===== src/rtl/uart_pkg.sv =====
// Shared UART definitions: receive FSM state encoding and frame data width.
// The transmitter imports the same package.
package uart_pkg;

    localparam int UART_DATA_BITS = 8;

    typedef enum logic [2:0] {
        IDLE      = 3'd0,
        START     = 3'd1,
        DATA      = 3'd2,
        STOP      = 3'd3,
        WAIT_HIGH = 3'd4
    } rx_state_t;

endpackage


===== src/rtl/sync_2ff.sv =====
// Two-flop synchronizer for one asynchronous input bit.
// Both flops load RESET_VAL in reset so the output is a known level straight away.
module sync_2ff #(
    parameter logic RESET_VAL = 1'b1
) (
    input  logic clk,
    input  logic rst_n,
    input  logic i_d,
    output logic o_q
);

    logic r_meta;
    logic r_sync;

    always_ff @(posedge clk) begin
        if (!rst_n) begin
            r_meta <= RESET_VAL;
            r_sync <= RESET_VAL;
        end else begin
            r_meta <= i_d;
            r_sync <= r_meta;
        end
    end

    assign o_q = r_sync;

endmodule


===== src/rtl/uart_rx.sv =====
// 8N1 serial receiver: mid-bit sampling from a down-counting bit timer, one-cycle
// valid / framing-error pulses and a running mod-2^32 sum of good bytes.
//
//  state     | meaning
//  ----------+-------------------------------------------------------------
//  IDLE      | line idle high, waiting for a falling edge
//  START     | timing to the middle of the start bit, re-checking it is low
//  DATA      | sampling 8 data bits LSB first, one per bit period
//  STOP      | timing to the middle of the stop bit
//  WAIT_HIGH | framing error seen; waiting for the line to return high
module uart_rx
    import uart_pkg::*;
#(
    parameter int clocks_per_bit = 4
) (
    input  logic        clk,
    input  logic        rst_n,
    input  logic        i_serial,
    output logic        o_valid,
    output logic [7:0]  o_data,
    output logic        o_frame_err,
    output logic [31:0] o_sum
);

    localparam int TW = $clog2(clocks_per_bit);
    localparam logic [TW-1:0] T_HALF = TW'(clocks_per_bit / 2 - 1);
    localparam logic [TW-1:0] T_FULL = TW'(clocks_per_bit - 1);
    localparam logic [2:0]    LAST_BIT = 3'(UART_DATA_BITS - 1);

    logic                      w_line_s;
    rx_state_t                 r_state;
    logic [TW-1:0]             r_timer;
    logic [2:0]                r_bit_idx;
    logic [UART_DATA_BITS-1:0] r_shift;
    logic                      r_valid;
    logic [7:0]                r_data;
    logic                      r_frame_err;
    logic [31:0]               r_sum;

    sync_2ff #(.RESET_VAL(1'b1)) u_sync (
        .clk   (clk),
        .rst_n (rst_n),
        .i_d   (i_serial),
        .o_q   (w_line_s)
    );

    always_ff @(posedge clk) begin
        if (!rst_n) begin
            r_state     <= IDLE;
            r_timer     <= '0;
            r_bit_idx   <= '0;
            r_shift     <= '0;
            r_valid     <= 1'b0;
            r_data      <= '0;
            r_frame_err <= 1'b0;
            r_sum       <= '0;
        end else begin
            r_valid     <= 1'b0;
            r_frame_err <= 1'b0;
            case (r_state)
                IDLE: begin
                    if (!w_line_s) begin
                        r_state <= START;
                        r_timer <= T_HALF;
                    end
                end
                START: begin
                    if (r_timer == '0) begin
                        // A start bit that is high again at mid-bit was a glitch.
                        if (w_line_s) begin
                            r_state <= IDLE;
                        end else begin
                            r_state   <= DATA;
                            r_bit_idx <= '0;
                            r_timer   <= T_FULL;
                        end
                    end else begin
                        r_timer <= r_timer - 1'b1;
                    end
                end
                DATA: begin
                    if (r_timer == '0) begin
                        r_shift <= {w_line_s, r_shift[UART_DATA_BITS-1:1]};
                        r_timer <= T_FULL;
                        if (r_bit_idx == LAST_BIT) begin
                            r_state <= STOP;
                        end else begin
                            r_bit_idx <= r_bit_idx + 1'b1;
                        end
                    end else begin
                        r_timer <= r_timer - 1'b1;
                    end
                end
                STOP: begin
                    if (r_timer == '0) begin
                        // Leaving at mid-stop-bit lets a back-to-back start edge be caught.
                        if (w_line_s) begin
                            r_valid <= 1'b1;
                            r_data  <= r_shift;
                            r_sum   <= r_sum + {24'd0, r_shift};
                            r_state <= IDLE;
                        end else begin
                            r_frame_err <= 1'b1;
                            r_state     <= WAIT_HIGH;
                        end
                    end else begin
                        r_timer <= r_timer - 1'b1;
                    end
                end
                WAIT_HIGH: begin
                    if (w_line_s) begin
                        r_state <= IDLE;
                    end
                end
                default: begin
                    r_state <= IDLE;
                end
            endcase
        end
    end

    assign o_valid     = r_valid;
    assign o_data      = r_data;
    assign o_frame_err = r_frame_err;
    assign o_sum       = r_sum;

endmodule

===== config.mk =====
export PLATFORM = sky130hd
export DESIGN_NAME = uart_rx
export DESIGN_NICKNAME = d
export VERILOG_FILES = /design/src/rtl/uart_pkg.sv /design/src/rtl/sync_2ff.sv /design/src/rtl/uart_rx.sv
export SDC_FILE = /design/constraint.sdc
export NUM_CORES = 1
export LEC_CHECK = 0
export CORE_MARGIN = 2
export CORE_UTILIZATION = 28
export DETAILED_ROUTE_END_ITERATION = 10
export GPL_TIMING_DRIVEN = 0
export MAX_ROUTING_LAYER = met4
export SLEW_MARGIN = 20
export SYNTH_ARGS = -nofsm -noshare
export SYNTH_HDL_FRONTEND = slang
export SYNTH_SLANG_ARGS = --single-unit

===== constraint.sdc =====
create_clock -name clk -period 5.3 [get_ports clk]
set_clock_uncertainty 0.2 [all_clocks]
set_input_delay 0.795 -clock clk [delete_from_list [all_inputs] [get_ports clk]]
set_output_delay 0.795 -clock clk [all_outputs]
set_load 0.005 [all_outputs]

* Word level (Yosys, flattened, before mapping)
Index checks and enable logic that the tools add are counted.
** Word-level totals
- Register bits :: 60
- Latch bits :: 0
- Bits in writable memories :: 0
- ROM bits :: 0
- Bits of input ports :: 3
- Output and inout port bits :: 42
- Logic and storage cells :: 60
- Memories :: 0
** Operators by class
- $add $sub $neg :: 3
- Multipliers :: 0
- Divide/modulo/power cells :: 0
- Order comparisons :: 0
- Equality and inequality tests :: 15
- Shift-type cells :: 0
- Multiplexer cells :: 22
- Bitwise logic cells :: 0
- Reductions and logical operators :: 10
** Operators by type and width (count)
- two-way mux 3 bit :: 11
- adder 32 x 8 -> 32 bit :: 1
- != test 2 bit (second input constant) :: 8
- case mux 3 bit (5 select lines) :: 1
- two-way mux 2 bit :: 6
- case mux 2 bit (4 select lines) :: 1
- equality test 3 x 2 -> 1 bit (second input constant) :: 2
- equality test 3 bit (second input constant) :: 2
- case mux 3 bit (2 select lines) :: 1
- AND reduction 3 bit :: 2
- AND reduction 6 bit :: 1
- AND reduction 5 bit :: 1
- AND reduction 4 bit :: 1
- nonzero test 4 bit :: 1
- adder 3 x 1 -> 3 bit (second input constant) :: 1
- equality test 3 x 1 -> 1 bit (second input constant) :: 1
- zero test 3 bit :: 1
- != test 3 bit (second input constant) :: 1
- zero test 2 bit :: 1
- two-way mux 1 bit :: 2
- != test 2 x 1 -> 1 bit (second input constant) :: 1
- AND reduction 2 bit :: 1
- nonzero test 2 bit :: 1
- subtractor 2 x 1 -> 2 bit (second input constant) :: 1

* Logic depth before layout (Yosys ltp)
- Depth in word-level cells :: 4
- Mapped depth :: 8
- Depth with buffers taken out :: 7

* Modules after synthesis
From an unflattened synthesis, not the netlist that was laid out.
** Unflattened totals
- Cell total of the unflattened synthesis :: 342
- Area total of the unflattened synthesis :: 2827.7 µm²
** By module, submodules not included
- uart_rx :: instances 1, cells each 338, area an instance 2775.2 µm², sequential area each 1161.1 µm²
- sync_2ff :: instances 1, cells each 4, area an instance 52.6 µm², sequential area each 40.0 µm²

* Least setup slack after synthesis
Ideal clock, no wire load.
- Path kind :: register to register
- Start :: register r_sum[0] (netlist: o_sum[0])
- End :: register r_sum[30] (netlist: o_sum[30])
- Setup time :: 0.118 ns
- Arrival :: 1.938 ns
- Required time :: 4.982 ns
- Setup slack :: 3.044 ns
- Stages on the path, launching flop included :: 8
- Path buffers :: 0
- Clock period less this slack :: 2.256 ns
- Path through :: dfxtp_1 > ha_1 > fa_1 > a211oi_2 > o211ai_4 > and3_4 > and3_1 > mux2i_1
** Between the ends
- Cells in the longest elaborated chain, start to end :: 1
** Ends and longest elaborated chain
- start: declaration :: RTL line uart_rx.sv:38 : logic [31:0] r_sum;
- start signal: assignment :: RTL line uart_rx.sv:100 : r_sum <= r_sum + {24'd0, r_shift};
- adder 32 x 8 -> 32 bit :: RTL line uart_rx.sv:100
Every way passes these cells.
A chain may end at the register's enable or synchronous reset.

==> qor.yml <==
outcome:
  outcome: "finished, final reports clean"
timing:
  count_of_final_max_slew_check_failures: 0
  timing.fmax_mhz: 393
  timing_worst_slew_pin_value_ps: 753
  setup_viols_final: 0
  final.hold.worst_slack_ps: 213
  grt_setup_unrepaired: "no"
  relSlewSlack_pct: 49.7
  final-hold-violation-count: 0
  layout_min_cycle_time_ps: 2540
  final_min_period_over_clock_period_pct: 48.0
  totalNegativeSetupSlack_ps: 0
synthesis:
  synth.avg_cell_area_um2: 8.15
  postSynthRegisterBits: 60
  synth-seq-area-share_pct: 39.6
  synth.largest_area_cell: "sky130_fd_sc_hd__dfxtp_1"
  synth_cell_types: 49
  yosysTopAreaCellShare_pct: 39.6
  asyncSetResetFlopFracSynth_pct: 0
  synthesis.area_um2: 3030
  synth_nets: 387
  synth_enable_flop_cells: 0
  netlist_instances: 372
  yosys_warnings: 0
  synth.top_cells.by_area: "sky130_fd_sc_hd__dfxtp_1, sky130_fd_sc_hd__nand2_1, sky130_fd_sc_hd__a21oi_1, sky130_fd_sc_hd__mux2i_1, sky130_fd_sc_hd__ha_1"
  synth_top_flop_cell: "sky130_fd_sc_hd__dfxtp_1"
critical_path:
  worst_setup_path_start_kind: "primary input"
  cp_common_cell: "sky130_fd_sc_hd__clkbuf_1"
  critPathKind: "primary input to flop"
  reg_to_reg_endpoint: "o_sum[30]$_SDFFE_PN0P_"
  timing.critical_path.fanout_max: 10
  worst-endpoint-required_ps: 5380
  critical_path.cell_chain: "clkdlybuf4s50_1, clkbuf_1, clkbuf_1, nand3_1, nand3b_1"
  worst-r2r-setup-slack_ps: 2840
  cp.arrival_ps: 2620
  setup.worst_path.end_class: "flop"
  worst_path_largest_cell_delay_ps: 630
  critPathSlowestCell: "sky130_fd_sc_hd__clkdlybuf4s50_1"
  r2r.worst_path.cells: 7
  critical_path.reg2reg.startpoint: "r_timer[0]$_SDFFE_PN0P_"
finish:
  nFillCells: 1094
  nets: 442
  diodes: 0
  post_route_cells_drive_above_1_share_pct: 7.18
  utilization_pct: 37.1
  fin_cells: 568
  most-common-layout-cells: "sky130_fd_sc_hd__nand2_1, sky130_fd_sc_hd__dfxtp_1, sky130_fd_sc_hd__a21oi_1, sky130_fd_sc_hd__clkdlybuf4s50_1, sky130_fd_sc_hd__nor2_1"
  most_frequent_standard_cell_in_the_layout_excluding_fill_and_tap_cells: "sky130_fd_sc_hd__nand2_1"
  layout-area-overhead-vs-synth_pct: 27.4
die:
  core-area_um2: 10400
  die_w_um: 108
  die_area_um2: 11700
  floorplan.initialDensity_pct: 29.1
  design.portCount: 45
  dieHeight_um: 108
  core.rowCount: 37
clock_tree:
  insertion_delay_ps: 340
  buffer_levels_on_the_longest_clock_path: 2
  cts_tree: "built"
  clock_tree.root_cell: "sky130_fd_sc_hd__clkbuf_8"
  clkSinkCount: 60
  cts_max_level: 3
  ctsResizeCount: 0
  cts-hold-fix-buffers: 0
  cts_setup_buffers: 0
  cts_buffer_count: 9
  clkSlewWorstSetupHoldPaths_ps: 70
hold_path:
  hold_path_depth: 1
  holdPathEnd: "u_sync.o_q$_SDFF_PN1_"
  min_path_type: "flop to flop"
  hp-start: "u_sync.r_meta$_SDFF_PN1_"
power:
  p_clk_share_pct: 47.9
  seqPwrFrac_pct: 48.1
  intPower_w: 0.000734
  max-vdd-ir-drop_v: 0.000119
  net_sw_share_pct: 22.6
  switching_power_w: 0.000214
  areal_power_density_over_the_cells_nw_per_um2: 245
  p_leak_nw: 1.39
  report.power.total_w: 0.000947
  power.share.combinational_pct: 4.0
global_routing:
  globalRouteTotalUtil_pct: 14.5
  antenna_found_initial: 0
  grt_start_max_net_pins: 11
  wire_length_of_the_first_global_routing_pass_um: 12900
  vias_in_the_first_global_route: 2586
  gr-total-overflow: 0
drt:
  route.detailed.vias_per_inst: 4.80
  initialDrtViolationCount: 124
  routed_vias: 2729
  wire_per_inst_um: 13.4
  drtPass1Iterations: 4
  postRouteWirelength_um: 7620
  drc_errors: 0
  detail-route-antenna-nets: 0
place:
  place_congestion: 0.804
  dpl.hpwl_um: 5420
  dp_cells: 552
  place.port_buffers: 44
run:
  drv_cap: 0
## worst max-delay path: cells and delay by family
| kind | cells | cell delay, ps |
|---|---|---|
| buffers and inverters | 3 | 1530 |
| AND/OR/NAND/NOR | 2 | 280 |
## power by group through the flow
stage          Sequential [W]  Clock (W)  Combinational, W
2_1_floorplan        0.000466          0         0.0000268
3_3_place_gp         0.000466          0         0.0000379
3_5_place_dp         0.000466          0         0.0000383
4_1_cts              0.000456   0.000465         0.0000385
5_1_grt              0.000456   0.000488         0.0000444
6_report             0.000456   0.000454         0.0000377
## how the worst max path moves through the flow
stage	from	cells after the start	slack (ps)	end
finish	rst_n	5	2760	o_sum[6]$_SDFFE_PN0P_
global route	rst_n	5	2560	o_sum[6]$_SDFFE_PN0P_
CTS	rst_n	5	2720	o_sum[6]$_SDFFE_PN0P_
detailed placement	rst_n	5	2350	o_sum[30]$_SDFFE_PN0P_
global placement	rst_n	5	2360	o_sum[6]$_SDFFE_PN0P_
floorplan	o_sum[0]$_SDFFE_PN0P_	7	3040	o_sum[30]$_SDFFE_PN0P_
## logic make-up (layout without fill, tap and decap cells)
logic type,Yosys count,in the layout,share of synthesized area (%)
AO/OA/AOI/OAI,76,76,15.5
XOR/XNOR,7,7,2.02
adder cells (fa/ha/maj),12,12,5.20
buffers and inverters,26,86,3.67
flip-flops,60,60,39.6
multiplexers,15,15,4.95
AND/OR/NAND/NOR,176,176,29.0
## Yosys cell counts, types with 9 or more instances
| library cell | instances |
|---|---|
| sky130_fd_sc_hd__nand2_1 | 74 |
| sky130_fd_sc_hd__ha_1 | 11 |
| sky130_fd_sc_hd__nand2b_1 | 16 |
| sky130_fd_sc_hd__inv_1 | 9 |
| sky130_fd_sc_hd__clkbuf_1 | 10 |
| sky130_fd_sc_hd__a21oi_1 | 45 |
| sky130_fd_sc_hd__dfxtp_1 | 60 |
| sky130_fd_sc_hd__mux2i_1 | 15 |
| sky130_fd_sc_hd__nand4_1 | 13 |
| sky130_fd_sc_hd__nor2_1 | 28 |
| sky130_fd_sc_hd__nand3_1 | 16 |
## state kept, by name (all words and copies together) (netlist names)
register,count
o_valid,1
o_data,8
u_sync.r_meta,1
o_frame_err,1
r_shift,8
r_bit_idx,3
o_sum,32
r_timer,2
r_state,3
u_sync.o_q,1
## final cells by class
type / count / area (µm²) / area share, %
plain buffers: 16 / 73.8 / 1.91
clock buffers: 13 / 179 / 4.63
flip-flops and latches: 60 / 1200 / 31.1
multi-input cells: 286 / 1720 / 44.5
repair buffers: 44 / 440 / 11.4
clock inverters: 3 / 42.5 / 1.10
inverters: 10 / 37.5 / 0.972
well taps: 136 / 170 / 4.40
## layer usage
metal | global-route usage [%] | share of wire (%) | up-vias
li1 | - | - | 1408
met1 | 19.2 | 49 | 1254
met2 | 22.1 | 46 | 62
met3 | 3.86 | 4.5 | 5
met4 | 3.57 | 0.63 | 0
met5 | - | 0 | -
## metrics by stage
| stage | worst slack (ps) | instance area (µm²) |
|---|---|---|
| global route | 2560 | 3860 |
| detailed placement | 2350 | 3640 |
| finish | 2760 | 3860 |
| CTS | 2720 | 3860 |
| floorplan | 3040 | 3030 |
| global placement | 2360 | 3640 |
(Power assumes the default switching activity.)
